[src/rtl/hazard_ctrl_pkg.sv]
`default_nettype none
//------------------------------------------------------------------------------
// hazard_ctrl_pkg : controller state encoding and shared register-address width
// Rev 1.0
//------------------------------------------------------------------------------
package hazard_ctrl_pkg;

  localparam int DEF_REG_ADDR_W = 5;

  typedef enum logic [1:0] {
    RUN       = 2'd0,
    LU_STALL  = 2'd1,
    BR_SHADOW = 2'd2,
    MEM_WAIT  = 2'd3
  } hz_state_t;

endpackage
`default_nettype wire

[src/rtl/hazard_ctrl_if.sv]
`default_nettype none
//------------------------------------------------------------------------------
// hazard_ctrl_if : pipeline stage fields in, per-cycle register controls out
// Rev 1.0
//------------------------------------------------------------------------------
interface hazard_ctrl_if #(
  parameter int REG_ADDR_W = hazard_ctrl_pkg::DEF_REG_ADDR_W
);
  import hazard_ctrl_pkg::*;

  logic [REG_ADDR_W-1:0] RsAddr_ID;
  logic [REG_ADDR_W-1:0] RtAddr_ID;
  logic                  UsesRt_ID;
  logic                  MemRead_EX;
  logic [REG_ADDR_W-1:0] WriteRegAddress_EX;
  logic                  BranchTaken_EX;
  logic                  MemReq_MEM;
  logic                  MemReady;

  logic                  PCWrite;
  logic                  IFID_Write;
  logic                  IFID_Flush;
  logic                  IDEX_Write;
  logic                  IDEX_Flush;
  logic                  EXMEM_Write;
  logic                  MemTimeout;
  logic [15:0]           StallCount;
  logic [15:0]           FlushCount;

  modport master (
    output RsAddr_ID, RtAddr_ID, UsesRt_ID, MemRead_EX, WriteRegAddress_EX,
           BranchTaken_EX, MemReq_MEM, MemReady,
    input  PCWrite, IFID_Write, IFID_Flush, IDEX_Write, IDEX_Flush,
           EXMEM_Write, MemTimeout, StallCount, FlushCount
  );

  modport slave (
    input  RsAddr_ID, RtAddr_ID, UsesRt_ID, MemRead_EX, WriteRegAddress_EX,
           BranchTaken_EX, MemReq_MEM, MemReady,
    output PCWrite, IFID_Write, IFID_Flush, IDEX_Write, IDEX_Flush,
           EXMEM_Write, MemTimeout, StallCount, FlushCount
  );

endinterface
`default_nettype wire

[src/rtl/hazard_detect_lu.sv]
`default_nettype none
//------------------------------------------------------------------------------
// hazard_detect_lu : combinational load-use compare (EX load vs ID sources)
// Rev 1.0
//------------------------------------------------------------------------------
module hazard_detect_lu
  import hazard_ctrl_pkg::*;
#(
  parameter int REG_ADDR_W = DEF_REG_ADDR_W
) (
  input  logic [REG_ADDR_W-1:0] rs_addr,
  input  logic [REG_ADDR_W-1:0] rt_addr,
  input  logic                  uses_rt,
  input  logic                  mem_read,
  input  logic [REG_ADDR_W-1:0] ex_dest,
  output logic                  load_use
);

  // $0 is hard-wired zero, so a load targeting it never creates a dependency
  assign load_use = mem_read && (ex_dest != '0) &&
                    ((ex_dest == rs_addr) || (uses_rt && (ex_dest == rt_addr)));

endmodule
`default_nettype wire

[src/rtl/hazard_ctrl.sv]
`default_nettype none
//------------------------------------------------------------------------------
// hazard_ctrl : PC/IF-ID/ID-EX/EX-MEM sequencing; define HAZARD_STATS_EN for counters
// Rev 1.0
//------------------------------------------------------------------------------
module hazard_ctrl
  import hazard_ctrl_pkg::*;
#(
  parameter int REG_ADDR_W  = DEF_REG_ADDR_W,
  parameter int TMO_W       = 8,
  parameter int MEM_TIMEOUT = 200
) (
  input logic         Clk,
  input logic         Rst,
  hazard_ctrl_if.slave hif
);

  localparam logic [TMO_W-1:0] TMO_LIMIT = TMO_W'(MEM_TIMEOUT);
  localparam logic [TMO_W-1:0] TMO_ONE   = TMO_W'(1);

  hz_state_t        state;
  hz_state_t        next_state;
  logic [TMO_W-1:0] wait_cnt;
  logic [TMO_W-1:0] wait_cnt_next;
  logic             mem_timeout;
  logic             load_use;
  logic             mem_hold;
  logic             branch_ok;
  logic             lu_ok;

  logic pc_write, ifid_write, ifid_flush, idex_write, idex_flush, exmem_write;

  hazard_detect_lu #(
    .REG_ADDR_W (REG_ADDR_W)
  ) u_lu (
    .rs_addr  (hif.RsAddr_ID),
    .rt_addr  (hif.RtAddr_ID),
    .uses_rt  (hif.UsesRt_ID),
    .mem_read (hif.MemRead_EX),
    .ex_dest  (hif.WriteRegAddress_EX),
    .load_use (load_use)
  );

  always_ff @(posedge Clk or posedge Rst) begin
    if (Rst) begin
      state       <= RUN;
      wait_cnt    <= '0;
      mem_timeout <= 1'b0;
    end else begin
      state    <= next_state;
      wait_cnt <= wait_cnt_next;
      if (wait_cnt_next == TMO_LIMIT)
        mem_timeout <= 1'b1;
    end
  end

  always_comb begin
    pc_write      = 1'b1;
    ifid_write    = 1'b1;
    ifid_flush    = 1'b0;
    idex_write    = 1'b1;
    idex_flush    = 1'b0;
    exmem_write   = 1'b1;
    next_state    = RUN;
    wait_cnt_next = '0;

    // Once waiting, only MemReady matters; the release cycle then behaves like RUN
    mem_hold  = (state == MEM_WAIT) ? !hif.MemReady : (hif.MemReq_MEM && !hif.MemReady);
    branch_ok = (state != BR_SHADOW);
    lu_ok     = (state == RUN) || (state == MEM_WAIT);

    if (mem_hold) begin
      pc_write    = 1'b0;
      ifid_write  = 1'b0;
      idex_write  = 1'b0;
      exmem_write = 1'b0;
      next_state  = MEM_WAIT;
      if (state == MEM_WAIT)
        wait_cnt_next = (wait_cnt == TMO_LIMIT) ? wait_cnt : wait_cnt + TMO_ONE;
      else
        wait_cnt_next = TMO_ONE;
    end else if (branch_ok && hif.BranchTaken_EX) begin
      ifid_flush = 1'b1;
      idex_flush = 1'b1;
      next_state = BR_SHADOW;
    end else if (lu_ok && load_use) begin
      pc_write   = 1'b0;
      ifid_write = 1'b0;
      idex_flush = 1'b1;
      next_state = LU_STALL;
    end

    if (Rst) begin
      pc_write    = 1'b0;
      ifid_write  = 1'b0;
      idex_write  = 1'b0;
      exmem_write = 1'b0;
      ifid_flush  = 1'b1;
      idex_flush  = 1'b1;
    end
  end

  assign hif.PCWrite     = pc_write;
  assign hif.IFID_Write  = ifid_write;
  assign hif.IFID_Flush  = ifid_flush;
  assign hif.IDEX_Write  = idex_write;
  assign hif.IDEX_Flush  = idex_flush;
  assign hif.EXMEM_Write = exmem_write;
  assign hif.MemTimeout  = mem_timeout;

`ifdef HAZARD_STATS_EN
  logic [15:0] stall_cnt;
  logic [15:0] flush_cnt;

  always_ff @(posedge Clk or posedge Rst) begin
    if (Rst) begin
      stall_cnt <= '0;
      flush_cnt <= '0;
    end else begin
      if ((!pc_write || !ifid_write) && (stall_cnt != 16'hFFFF))
        stall_cnt <= stall_cnt + 16'd1;
      if (idex_flush && (flush_cnt != 16'hFFFF))
        flush_cnt <= flush_cnt + 16'd1;
    end
  end

  assign hif.StallCount = stall_cnt;
  assign hif.FlushCount = flush_cnt;
`else
  assign hif.StallCount = 16'd0;
  assign hif.FlushCount = 16'd0;
`endif

endmodule
`default_nettype wire

[src/flat_wrapper.sv]
// flat-port wrapper written by rule: the top's interface ports become plain ports
module hazard_ctrl_flat import hazard_ctrl_pkg::*;
#(
  parameter int REG_ADDR_W  = DEF_REG_ADDR_W,
  parameter int TMO_W       = 8,
  parameter int MEM_TIMEOUT = 200
)
  (Clk, Rst, hif_RsAddr_ID, hif_RtAddr_ID, hif_UsesRt_ID, hif_MemRead_EX, hif_WriteRegAddress_EX, hif_BranchTaken_EX, hif_MemReq_MEM, hif_MemReady, hif_PCWrite, hif_IFID_Write, hif_IFID_Flush, hif_IDEX_Write, hif_IDEX_Flush, hif_EXMEM_Write, hif_MemTimeout, hif_StallCount, hif_FlushCount);
  hazard_ctrl_if #(.REG_ADDR_W(REG_ADDR_W)) hif_i ();
  input logic Clk;
  input logic Rst;
  input wire logic [$bits(hif_i.RsAddr_ID)-1:0] hif_RsAddr_ID;
  input wire logic [$bits(hif_i.RtAddr_ID)-1:0] hif_RtAddr_ID;
  input wire logic [$bits(hif_i.UsesRt_ID)-1:0] hif_UsesRt_ID;
  input wire logic [$bits(hif_i.MemRead_EX)-1:0] hif_MemRead_EX;
  input wire logic [$bits(hif_i.WriteRegAddress_EX)-1:0] hif_WriteRegAddress_EX;
  input wire logic [$bits(hif_i.BranchTaken_EX)-1:0] hif_BranchTaken_EX;
  input wire logic [$bits(hif_i.MemReq_MEM)-1:0] hif_MemReq_MEM;
  input wire logic [$bits(hif_i.MemReady)-1:0] hif_MemReady;
  output wire logic [$bits(hif_i.PCWrite)-1:0] hif_PCWrite;
  output wire logic [$bits(hif_i.IFID_Write)-1:0] hif_IFID_Write;
  output wire logic [$bits(hif_i.IFID_Flush)-1:0] hif_IFID_Flush;
  output wire logic [$bits(hif_i.IDEX_Write)-1:0] hif_IDEX_Write;
  output wire logic [$bits(hif_i.IDEX_Flush)-1:0] hif_IDEX_Flush;
  output wire logic [$bits(hif_i.EXMEM_Write)-1:0] hif_EXMEM_Write;
  output wire logic [$bits(hif_i.MemTimeout)-1:0] hif_MemTimeout;
  output wire logic [$bits(hif_i.StallCount)-1:0] hif_StallCount;
  output wire logic [$bits(hif_i.FlushCount)-1:0] hif_FlushCount;
  assign hif_i.RsAddr_ID = hif_RsAddr_ID;
  assign hif_i.RtAddr_ID = hif_RtAddr_ID;
  assign hif_i.UsesRt_ID = hif_UsesRt_ID;
  assign hif_i.MemRead_EX = hif_MemRead_EX;
  assign hif_i.WriteRegAddress_EX = hif_WriteRegAddress_EX;
  assign hif_i.BranchTaken_EX = hif_BranchTaken_EX;
  assign hif_i.MemReq_MEM = hif_MemReq_MEM;
  assign hif_i.MemReady = hif_MemReady;
  assign hif_PCWrite = hif_i.PCWrite;
  assign hif_IFID_Write = hif_i.IFID_Write;
  assign hif_IFID_Flush = hif_i.IFID_Flush;
  assign hif_IDEX_Write = hif_i.IDEX_Write;
  assign hif_IDEX_Flush = hif_i.IDEX_Flush;
  assign hif_EXMEM_Write = hif_i.EXMEM_Write;
  assign hif_MemTimeout = hif_i.MemTimeout;
  assign hif_StallCount = hif_i.StallCount;
  assign hif_FlushCount = hif_i.FlushCount;
  hazard_ctrl #(.REG_ADDR_W(REG_ADDR_W), .TMO_W(TMO_W), .MEM_TIMEOUT(MEM_TIMEOUT)) u_core (.Clk(Clk), .Rst(Rst), .hif(hif_i));
endmodule
[config.mk]
export PLATFORM = sky130hd
export DESIGN_NAME = hazard_ctrl_flat
export DESIGN_NICKNAME = d
export VERILOG_FILES = /design/src/rtl/hazard_ctrl_pkg.sv /design/src/rtl/hazard_ctrl_if.sv /design/src/rtl/hazard_detect_lu.sv /design/src/rtl/hazard_ctrl.sv /design/src/flat_wrapper.sv
export SDC_FILE = /design/constraint.sdc
export NUM_CORES = 1
export LEC_CHECK = 0
export CELL_PAD_IN_SITES_DETAIL_PLACEMENT = 1
export CELL_PAD_IN_SITES_GLOBAL_PLACEMENT = 2
export CORE_ASPECT_RATIO = 0.6
export CORE_MARGIN = 4
export CORE_UTILIZATION = 22
export CTS_BUF_LIST = sky130_fd_sc_hd__clkbuf_16
export DETAILED_ROUTE_END_ITERATION = 8
export PLACE_DENSITY = 0.82
export SETUP_SLACK_MARGIN = 0.2
export SYNTH_ARGS = -nofsm -noshare
export SYNTH_HDL_FRONTEND = slang
export SYNTH_SLANG_ARGS = --single-unit
[constraint.sdc]
create_clock -name Clk -period 4 [get_ports Clk]
set_input_delay 0.4 -clock Clk [delete_from_list [all_inputs] [get_ports Clk]]
set_output_delay 0.4 -clock Clk [all_outputs]
set_load 0.02 [all_outputs]
## Word level (Yosys, flattened, before mapping)

Cells that the tools add are included.

- Flip-flop bits (word level): 11
- Output and inout bits: 39
- Word-level logic and storage cells: 41

- Add/subtract/negate cells: 1
- Eq/ne operators: 6
- Muxes and demuxes: 20
- Reduce and logical (&&, ||, !) cells: 11

Operators by type and width:

| cell | number |
|---|---|
| 2-to-1 mux 8 bit | 3 |
| equality test 8 bit, second input constant | 2 |
| 2-to-1 mux 1 bit | 15 |
| equality test 5 bit | 2 |
| adder 8 x 1 -> 8 bit, second input constant | 1 |
| logical AND 1 bit | 6 |
| nonzero test 5 bit | 1 |
| 2-to-1 mux 2 bit | 2 |
| equality test 2 bit, second input constant | 1 |
| zero test 2 bit | 1 |
| logical OR 1 bit | 2 |
| inequality test 2 bit, second input constant | 1 |
| zero test 1 bit | 1 |

## Depth between registers and ports, before layout

- Depth after elaboration: 9
- Gate-level depth with buffers: 7
- Gate-level depth less buffers: 7

## Cells and area by module

A second synthesis with hierarchy kept.

- Cell total of the unflattened synthesis: 120
- Area total of the unflattened synthesis: 1052.3 sq um

By module, submodules not included:

| module | instances | cells each | area an instance (sq um) | sequential area each (sq um) |
|---|---|---|---|---|
| hazard_ctrl | 1 | 103 | 919.6 | 275.3 |
| hazard_detect_lu | 1 | 17 | 132.6 | 0.0 |

## Worst setup path after synthesis

OpenSTA, ideal clock, no wires.

- Kind: register to output
- Start point: reg u_core.state[0]
- End point: out hif_PCWrite
- Data arrival time: 1.595 ns
- Data required time: 3.600 ns
- Setup slack: 2.005 ns
- Stages on the path, launching flop included: 7
- Buffers on the path: 1
- Cell sequence: dfrtp_1 ha_1 nor2_1 nor2_1 nor2_1 and2_1 buf_4

- Longest elaborated chain between the ends: 7
- Elaborated cells between the ends (all ways): 11

RTL lines:

| element | line | RTL |
|---|---|---|
| start, declared | hazard_ctrl.sv:21 | `hz_state_t state;` |
| start signal, assigned | hazard_ctrl.sv:50 | `state <= next_state;` |
| equality test 2 bit or zero test 2 bit (tied branches) | hazard_ctrl.sv:68, hazard_ctrl.sv:70 |  |
| logical OR 1 bit | hazard_ctrl.sv:70 | `lu_ok = (state == RUN) \|\| (state == MEM_WAIT);` |
| logical AND 1 bit | hazard_ctrl.sv:86 | `end else if (lu_ok && load_use) begin` |
| 2-to-1 mux 1 bit (2 in series) | -- |  |
| 2-to-1 mux 1 bit * (2 in series) | -- |  |
| end, declared | flat_wrapper.sv:20 | `output wire logic [$bits(hif_i.PCWrite)-1:0] hif_PCWrite;` |

Mark *: on every way between the ends. The rest lies on a longest branch, timed or not.

## Final worst setup path

- Start point: in hif_WriteRegAddress_EX[1]
- End point: out hif_PCWrite

- Longest elaborated chain between the ends: 9
- Elaborated cells between the ends (all ways): 12

RTL lines:

| element | line | RTL |
|---|---|---|
| start, declared | flat_wrapper.sv:16 | `input wire logic [$bits(hif_i.WriteRegAddress_EX)-1:0] hif_WriteRegAddress_EX;` |
| equality test 5 bit | hazard_detect_lu.sv:21 | `((ex_dest == rs_addr) \|\| (uses_rt && (ex_dest == rt_addr)));` |
| logical AND 1 bit | hazard_detect_lu.sv:21 |  |
| logical OR 1 bit | hazard_detect_lu.sv:21 |  |
| logical AND 1 bit * | hazard_detect_lu.sv:20 | `assign load_use = mem_read && (ex_dest != '0) &&` |
| logical AND 1 bit * | hazard_ctrl.sv:86 |  |
| 2-to-1 mux 1 bit * | hazard_ctrl.sv:86 |  |
| 2-to-1 mux 1 bit * | hazard_ctrl.sv:82 | `end else if (branch_ok && hif.BranchTaken_EX) begin` |
| 2-to-1 mux 1 bit * | hazard_ctrl.sv:72 | `if (mem_hold) begin` |
| 2-to-1 mux 1 bit * | hazard_ctrl.sv:93 | `if (Rst) begin` |

Marked as above.

==> reports/results.txt <==
Final GP Congestion: 0.745
DRT Pass-1 Iters: 2
Max-slew headroom: 65.4%
Clk Latency, worst-skew pair: 0.24 ns
Min Hold Slack: 0.470 ns
Clock Skew: 0.000753 ns
DR vias: 837
Worst slew pin tran: 0.514 ns
CP peak stage delay: 0.61 ns
CTS buffer count: 3
Final Hold Fails: 0
FF+latch count, synth: 11
Buffers and inverters on the worst path: 2
Unique masters post-synth: 36
CTS tree: yes
Initial antenna violation count: 0
Setup Fix Bufs, Post-CTS: 0
Crit path launch type: primary input
Hold Crit Class: reg2reg
Ys flop type: dfrtp_1
Post-DP HPWL: 2140 um
Max Fanout on Critical Path: 3
I/O Pins: 61
Worst setup path class: in2out
Peak supply drop: 0.000163 V
Post_cts resized: 0
First-pass GRT wire length: 3880 um
Setup violators final: 0
Worst Path Required: 3.60 ns
CP top delay family: buffers and inverters
Slew Limit Fails: 0
PwrDens: 290 nW/um^2
# nets final: 183
Post-CTS Hold Fix Bufs: 0
Syn Inst Count: 130
Initial Util: 23.5%
Minimum clock period: 2.85 ns
Antenna diode count: 0
Status: completed
All-Layer GR Usage: 7.67%
H-tree levels: 1
FMAX: 350 MHz
Largest net degree at the start of global routing: 13
Final Core Density: 29.6%
Max-cap violation count: 0
Post-Syn Area per Cell: 8.51 sq um
# DRC: 0
Warning count from the yosys run: 0
Via density: 3.82
Die Area: 6260 sq um
Clock Tree Buf Depth: 2
Worst path cell trace: clkdlybuf4s50_1 -> or3_1 -> o311a_1 -> nand3_1 -> and2_1 -> clkdlybuf4s50_1
Critical path's slowest cell: clkdlybuf4s50_1
Cell Rows: 19
Core Box Area: 4710 sq um
CP most frequent cell: clkdlybuf4s50_1
Number of fill cells in the layout: 568
Register area share after synthesis: 24.9%
Vias in the first global route: 788
Setup TNS: 0 ns
Most common cell after layout, fill and taps aside: conb_1
Post-synth EDFFs: 0
Die Ht: 62.9 um
Crit. End Element: primary output
Initial drt markers: 28
IO buf count: 28
Synthesized area: 1110 sq um
Total grt overflow: 0
DRT Wirelength: 2540 um
Die width: 99.5 um
Worst-path clk slew: 0.04 ns
Async SR Flop Fraction: 100%
Critical path data arrival time: 2.45 ns
Share of cells above drive strength 1: 6.41%
DR WL/cell: 11.6 um
Synth-to-Final Area Change: 25.8%
Commonest non-fill, non-tap cells in the layout: conb_1, clkdlybuf4s50_1, xnor2_1
Root buf cell: clkbuf_16
Antenna-violating nets left: 0
Fin crit share: 71.3%
CTS sink count: 11
Static leakage power: 0.565 nW
RSZ-0062 raised after global routing: false
cell families (layout without fill, tap and decap cells):
family / Yosys count / in the layout / synth area share, %
AO/OA/AOI/OAI: 13 / 13 / 8.37
XOR/XNOR: 17 / 17 / 13.5
adder cells (fa/ha/maj): 5 / 5 / 5.43
buffers and inverters: 41 / 36 / 25.8
flip-flops: 11 / 11 / 24.9
multiplexers: 1 / 1 / 0.905
other: 1 / 32 / 0.339
AND/OR/NAND/NOR: 41 / 41 / 20.8
state kept, by name (all words and copies together) (netlist names):
register and cells:
u_core.state 2, u_core.hif.MemTimeout 1, u_core.wait_cnt 8
synthesized netlist by cell type, types with 3 or more instances:
library cell | instances | area share [%]
xor2_1 | 4 | 3.2
nor3_1 | 3 | 1.4
o21ai_0 | 4 | 1.8
nand2_1 | 7 | 2.4
nand3_1 | 9 | 4.1
buf_4 | 35 | 24
ha_1 | 4 | 4.5
inv_1 | 4 | 1.4
nor2_1 | 7 | 2.4
dfrtp_1 | 11 | 25
xnor2_1 | 13 | 10
final cells by class:
type	instances	area, sq um	area share (%)
multi-input combinational	109	662	47.6
clock buffer	3	75.1	5.40
clock inverter	1	5.00	0.360
timing repair buffer	28	280	20.1
sequential	11	275	19.8
tap	63	78.8	5.67
inverter	4	15.0	1.08
worst reg2reg max path, delay by kind of cell, from the launching register on:
family,cells,cell delay [ns]
and+or+nand+nor,2,0.52
AOI/OAI and AO/OA,3,0.58
buffers and inverters,1,0.12
DFF,1,0.41
adders and majority gates,1,0.16
path summary, 6_finish.rpt:
path	depth (start not counted)	from	slack [ns]	end
worst max-delay path	6	hif_WriteRegAddress_EX[1]	1.15	hif_PCWrite
worst min-delay path	1	u_core.hif.MemTimeout$_DFFE_PP0N_	0.47	u_core.hif.MemTimeout$_DFFE_PP0N_
worst max register to register	7	u_core.wait_cnt[0]$_DFF_PP0_	2.09	u_core.hif.MemTimeout$_DFFE_PP0N_
worst min register to register	1	u_core.hif.MemTimeout$_DFFE_PP0N_	0.47	u_core.hif.MemTimeout$_DFFE_PP0N_
max in group asynchronous	2	Rst	3.18	u_core.wait_cnt[7]$_DFF_PP0_
min in group asynchronous	2	Rst	0.51	u_core.state[0]$_DFF_PP0_
metrics by stage:
step           total power, mW  instance area (sq um)  instances  setup WS (ns)
2_1_floorplan            0.206                   1220        161           2.00
3_3_place_gp             0.221                   1310        215           1.19
3_5_place_dp             0.220                   1310        215           1.14
4_1_cts                  0.409                   1390        219           1.14
5_1_grt                  0.425                   1390        219           1.07
6_report                 0.403                   1390        219           1.15
power breakdown:
part | leakage [nW] | internal [mW] | switching, mW
clock network | 0.0409 | 0.133 | 0.0519
logic | 0.376 | 0.0423 | 0.0598
registers | 0.149 | 0.115 | 0.00245
total | 0.565 | 0.289 | 0.114
routing by layer:
layer  GRT usage, %  routed length, um  vias up
li1               -                  -      423
met1           10.9               1240      390
met2           11.4               1150       22
met3           1.67                120        2
met4           2.56                 28        0
met5              0                  0        -
(Power assumes the default switching activity.)
